**src/rtl/spi_cmd_seq.sv**
```systemverilog
// Command sequencer in front of the SPI master: queues host commands, issues them
// one at a time, and returns a one-cycle response (data or timeout) for reads.
//
// state   | meaning
// IDLE    | waiting for a queued command
// ISSUE   | presenting the FIFO head to the SPI master until accepted
// WAIT_RD | read issued, waiting for read data or the timeout
module spi_cmd_seq #(
    parameter int CMD_WIDTH  = 12,
    parameter int READ_WIDTH = 8,
    parameter int DEPTH      = 4,
    parameter int TIMEOUT    = 255
) (
    input  logic                  clk,
    input  logic                  rst,
    input  logic [CMD_WIDTH-1:0]  req_cmd,
    input  logic                  req_vld,
    output logic                  req_rdy,
    output logic [CMD_WIDTH-1:0]  cmd_out,
    output logic                  cmd_vld,
    input  logic                  cmd_rdy,
    input  logic                  read_vld,
    input  logic [READ_WIDTH-1:0] read_data,
    output logic                  rsp_vld,
    output logic [READ_WIDTH-1:0] rsp_data,
    output logic                  rsp_err,
    output logic                  busy
);

    localparam int AW = $clog2(DEPTH);
    localparam logic [AW:0] FULL_CNT = (AW + 1)'(DEPTH);
    localparam logic [15:0] TO_LAST  = 16'(TIMEOUT - 1);

    typedef enum logic [1:0] {IDLE, ISSUE, WAIT_RD} state_t;

    state_t                  state_q, state_d;
    logic [CMD_WIDTH-1:0]    mem_q [DEPTH];
    logic [CMD_WIDTH-1:0]    mem_d [DEPTH];
    logic [AW-1:0]           wr_ptr_q, wr_ptr_d;
    logic [AW-1:0]           rd_ptr_q, rd_ptr_d;
    logic [AW:0]             count_q, count_d;
    logic [15:0]             tcnt_q, tcnt_d;
    logic                    rsp_vld_q, rsp_vld_d;
    logic                    rsp_err_q, rsp_err_d;
    logic [READ_WIDTH-1:0]   rsp_data_q, rsp_data_d;
    logic [CMD_WIDTH-1:0]    head;
    logic                    push, pop;

    assign head     = mem_q[rd_ptr_q];
    assign req_rdy  = (count_q != FULL_CNT);
    assign cmd_vld  = (state_q == ISSUE);
    assign cmd_out  = (count_q == '0) ? '0 : head;
    assign busy     = (state_q != IDLE) || (count_q != '0);
    assign push     = req_vld && req_rdy;
    assign pop      = cmd_vld && cmd_rdy;
    assign rsp_vld  = rsp_vld_q;
    assign rsp_err  = rsp_err_q;
    assign rsp_data = rsp_data_q;

    always_comb begin
        mem_d    = mem_q;
        wr_ptr_d = wr_ptr_q;
        rd_ptr_d = rd_ptr_q;
        count_d  = count_q;
        if (push) begin
            mem_d[wr_ptr_q] = req_cmd;
            wr_ptr_d        = wr_ptr_q + AW'(1);
        end
        if (pop) begin
            rd_ptr_d = rd_ptr_q + AW'(1);
        end
        case ({push, pop})
            2'b10:   count_d = count_q + 1'b1;
            2'b01:   count_d = count_q - 1'b1;
            default: count_d = count_q;
        endcase
    end

    always_comb begin
        state_d    = state_q;
        tcnt_d     = tcnt_q;
        rsp_vld_d  = 1'b0;
        rsp_err_d  = rsp_err_q;
        rsp_data_d = rsp_data_q;
        case (state_q)
            IDLE: begin
                if (count_q != '0) state_d = ISSUE;
            end
            ISSUE: begin
                if (cmd_rdy) begin
                    tcnt_d  = '0;
                    state_d = head[CMD_WIDTH-1] ? WAIT_RD : IDLE;
                end
            end
            WAIT_RD: begin
                tcnt_d = tcnt_q + 16'd1;
                // Data arriving on the timeout cycle still counts as a good read.
                if (read_vld) begin
                    rsp_vld_d  = 1'b1;
                    rsp_err_d  = 1'b0;
                    rsp_data_d = read_data;
                    state_d    = IDLE;
                end else if (tcnt_q == TO_LAST) begin
                    rsp_vld_d  = 1'b1;
                    rsp_err_d  = 1'b1;
                    rsp_data_d = '0;
                    state_d    = IDLE;
                end
            end
            default: state_d = IDLE;
        endcase
    end

    always_ff @(posedge clk or posedge rst) begin
        if (rst) begin
            state_q    <= IDLE;
            wr_ptr_q   <= '0;
            rd_ptr_q   <= '0;
            count_q    <= '0;
            tcnt_q     <= '0;
            rsp_vld_q  <= 1'b0;
            rsp_err_q  <= 1'b0;
            rsp_data_q <= '0;
            for (int i = 0; i < DEPTH; i++) mem_q[i] <= '0;
        end else begin
            state_q    <= state_d;
            wr_ptr_q   <= wr_ptr_d;
            rd_ptr_q   <= rd_ptr_d;
            count_q    <= count_d;
            tcnt_q     <= tcnt_d;
            rsp_vld_q  <= rsp_vld_d;
            rsp_err_q  <= rsp_err_d;
            rsp_data_q <= rsp_data_d;
            mem_q      <= mem_d;
        end
    end

endmodule

```
**config.mk**
```make
export PLATFORM = sky130hd
export DESIGN_NAME = spi_cmd_seq
export DESIGN_NICKNAME = d
export VERILOG_FILES = /design/src/rtl/spi_cmd_seq.sv
export SDC_FILE = /design/constraint.sdc
export NUM_CORES = 1
export LEC_CHECK = 0
export ABC_AREA = 0
export CAP_MARGIN = 20
export CORE_MARGIN = 2
export CORE_UTILIZATION = 30
export DETAILED_ROUTE_END_ITERATION = 16
export PLACE_DENSITY = 0.6
export SLEW_MARGIN = 20
export SYNTH_ARGS = -nofsm -noshare
export SYNTH_HDL_FRONTEND = slang
export SYNTH_SLANG_ARGS = --single-unit
export TNS_END_PERCENT = 10
```
**constraint.sdc**
```tcl
create_clock -name clk -period 2.6 [get_ports clk]
set_clock_uncertainty 0.15 [all_clocks]
set_input_delay 0.52 -clock clk [delete_from_list [all_inputs] [get_ports clk]]
set_output_delay 0.52 -clock clk [all_outputs]
set_load 0.02 [all_outputs]
```
==> impl_metrics.env <==
export IMPL_syn_area_per_cell_um2=13.4
export IMPL_final_nets=380
export IMPL_p_seq_share_pct=35.4
export IMPL_path_clk_slew_ns=0.06
export IMPL_synth_edff_count=0
export IMPL_rows=41
export IMPL_die_h_um=118
export IMPL_maxSlewHeadroom_pct=66.4
export IMPL_grt_max_degree=49
export IMPL_num_vias=2467
export IMPL_cts_tree="yes"
export IMPL_synth_nets=322
export IMPL_hpwl_mm=5.65
export IMPL_netSwitchingPower_uw=2060
export IMPL_multiInputGateArea_um2=1690
export IMPL_drive_above_1_share_pct=27.8
export IMPL_cts_max_level=3
export IMPL_cap_violations=0
export IMPL_cts_buffer_depth=2
export IMPL_root_buffer="clkbuf_16"
export IMPL_leakagePower_uw=0.00216
export IMPL_hold_viol_final=0
export IMPL_worst_ep_arrival_time_ns=1.88
export IMPL_cp_max_fo=7
export IMPL_grt_pass1_vias=2631
export IMPL_synth_flop_cell="dfrtp_1"
export IMPL_synth_area_um2=3890
export IMPL_finalSetupViolCount=0
export IMPL_seq_area_frac_synth_pct=53.4
export IMPL_fp_dieW_um=118
export IMPL_maxSlewViolCount=0
export IMPL_firstDrtPassIters=4
export IMPL_fin_cells=524
export IMPL_yosysMostFrequentCell="dfrtp_1"
export IMPL_status="finished clean"
export IMPL_hp_class="reg -> reg"
export IMPL_start_util_pct=30.8
export IMPL_fill_cells=1242
export IMPL_drcViolationCount=0
export IMPL_vdd_drop_max_mv=0.612
export IMPL_start_kind="flop"
export IMPL_p_sw_share_pct=33.7
export IMPL_worst_setup_path_type="reg -> out"
export IMPL_antenna_left=0
export IMPL_numCtsBuffers=9
export IMPL_drt_first_iter_violations=93
export IMPL_cts_hold_buffers=0
export IMPL_cts_setup_buffers=0
export IMPL_netlist_area_leader_share_pct=53.4
export IMPL_worst_pin_slew_ns=0.503
export IMPL_combPwrFrac_pct=43.9
export IMPL_post_route_period_util_pct=97.9
export IMPL_yosysWarnings=0
export IMPL_drt_wirelength_per_cell_um=15.6
export IMPL_die_area_um2=13900
export IMPL_fin_crit_ns=2.55
export IMPL_place_gp_congestion=0.747
export IMPL_io_pins=50
export IMPL_synth_distinct_cells=43
export IMPL_synth_seq_cells=83
export IMPL_grt_usage_pct=12.7
export IMPL_p_int_uw=4060
export IMPL_areaGrowthSynthToFinish_pct=27.4
export IMPL_synthTopCellsByArea="dfrtp_1 (53%), mux2_2 (14%), mux4_2 (7.0%)"
export IMPL_grt_pass1_wl_mm=14.0
export IMPL_synth_cells=289
export IMPL_async_flop_share_pct=100
export IMPL_yosys_area_top_type="dfrtp_1"
export IMPL_clock_sinks=83
export IMPL_seqCellArea_um2=2080
export IMPL_fp_coreArea_um2=12600
export IMPL_io_buffers=49
export IMPL_antenna_found_initial=0
export IMPL_clk_insertion_delay_late_ns=0.33
export IMPL_n_antenna_cell=0
export IMPL_worstPathRequired_ns=1.93
export IMPL_via_per_inst=4.71
export IMPL_cellPowerDensity_nw_per_um2=1240
export IMPL_setup_tns_ns=0
export IMPL_cp_end_kind="primary output"
export IMPL_pwr_share_clk_pct=20.7
export IMPL_synthTopCellsByCount="dfrtp_1 (83), mux2_2 (48), nand2_1 (20), nor2b_1 (14), mux4_2 (12)"
export IMPL_max_freq_mhz=393
export IMPL_drt_total_wl_mm=8.18
export IMPL_dp_cells=507
export IMPL_grt_overflow=0
-- state kept, by name (all words and copies together), names as in the netlist --
signal,count
count_q,3
mem_q,48
rd_ptr_q,2
rsp_data,8
rsp_err,1
rsp_vld,1
state_q,2
tcnt_q,16
wr_ptr_q,2
-- final timing paths --
path                       cells after the start                      end  slack, ns                     from
max                                            4               cmd_out[9]       0.05  rd_ptr_q[0]$_DFFE_PP0P_
max in group asynchronous                      3  rd_ptr_q[0]$_DFFE_PP0P_       1.37                      rst
min                                            1   tcnt_q[15]$_DFFE_PP0P_       0.32   tcnt_q[15]$_DFFE_PP0P_
min in group asynchronous                      2  wr_ptr_q[1]$_DFFE_PP0P_       0.38                      rst
max reg2reg                                    9   count_q[2]$_DFFE_PP0P_       0.51   state_q[0]$_DFFE_PP0P_
min reg2reg                                    1   tcnt_q[15]$_DFFE_PP0P_       0.32   tcnt_q[15]$_DFFE_PP0P_
-- cell type report --
class | instances | area share (%)
repair buffers | 59 | 12.7
clock buffers | 12 | 4.98
flip-flops and latches | 83 | 42.0
multi-input cells | 183 | 34.1
clock inverters | 4 | 0.986
inverters | 11 | 0.910
well taps | 172 | 4.35
-- routing by layer --
| metal | GRT usage [%] | vias up | wire, um |
|---|---|---|---|
| met5 | 0 | - | 0 |
| met4 | 2.64 | 0 | 41 |
| met3 | 4.02 | 4 | 280 |
| met2 | 20.8 | 43 | 4010 |
| met1 | 16.6 | 1274 | 3850 |
| li1 | - | 1146 | - |
-- timing repair --
action                                  in CTS  in global routing
resized for setup                           17                  3
cloned                                       0                  1
endpoints found under the setup margin      12                 11
-- cell usage in the layout, fill, tap and decap left out, types with 5 or more instances in the layout --
cell	n
o21ai_0	9
a22o_1	8
nor2b_1	14
clkdlybuf4s50_1	37
and3_1	5
buf_4	5
mux2i_1	8
nand2_1	20
nor2_1	8
mux4_2	12
ha_1	7
clkbuf_16	10
inv_1	10
nand3_1	7
mux2_2	48
dfrtp_1	82
dlygate4sd2_1	6
clkdlybuf4s15_1	5
-- power by group through the flow --
| stage | Clock, uW | Sequential [uW] | Combinational (uW) |
|---|---|---|---|
| after floorplan | 0 | 2140 | 1780 |
| after global placement | 0 | 2180 | 2740 |
| after detailed placement | 0 | 2180 | 2810 |
| after CTS | 1300 | 2160 | 2700 |
| after global routing | 1370 | 2240 | 2930 |
| final | 1270 | 2170 | 2690 |
-- through the flow --
stage / cell area, um^2 / setup slack, ns / utilization, % / total power [uW] / hold WS (ns)
CTS: 4920 / 0.00419 / 39.0 / 6160 / 0.326
global route: 4950 / -0.0165 / 39.2 / 6530 / 0.357
detailed placement: 4630 / 0.131 / 36.7 / 4980 / 0.319
global placement: 4630 / 0.161 / 36.7 / 4910 / 0.317
finish: 4950 / 0.0547 / 39.2 / 6120 / 0.324
floorplan: 3890 / 0.276 / - / 3920 / 0.296
-- logic make-up (layout without fill, tap and decap cells) --
family	after synthesis	count (layout)	share of synthesized area, %
flops	83	83	53.4
buf+inv	23	86	3.22
compound gates	27	27	5.18
fa+ha+maj	8	8	2.77
xor+xnor	7	7	1.58
simple gates	73	73	10.9
mux	68	68	22.9
-- critical path, cell delays in order (launching register included) --
cell and delay [ns]:
dfrtp_2 0.43, buf_12 0.16, mux4_2 0.49, nor2b_1 0.14, dlygate4sd2_1 0.31
Power figures use the tool's default switching activity.
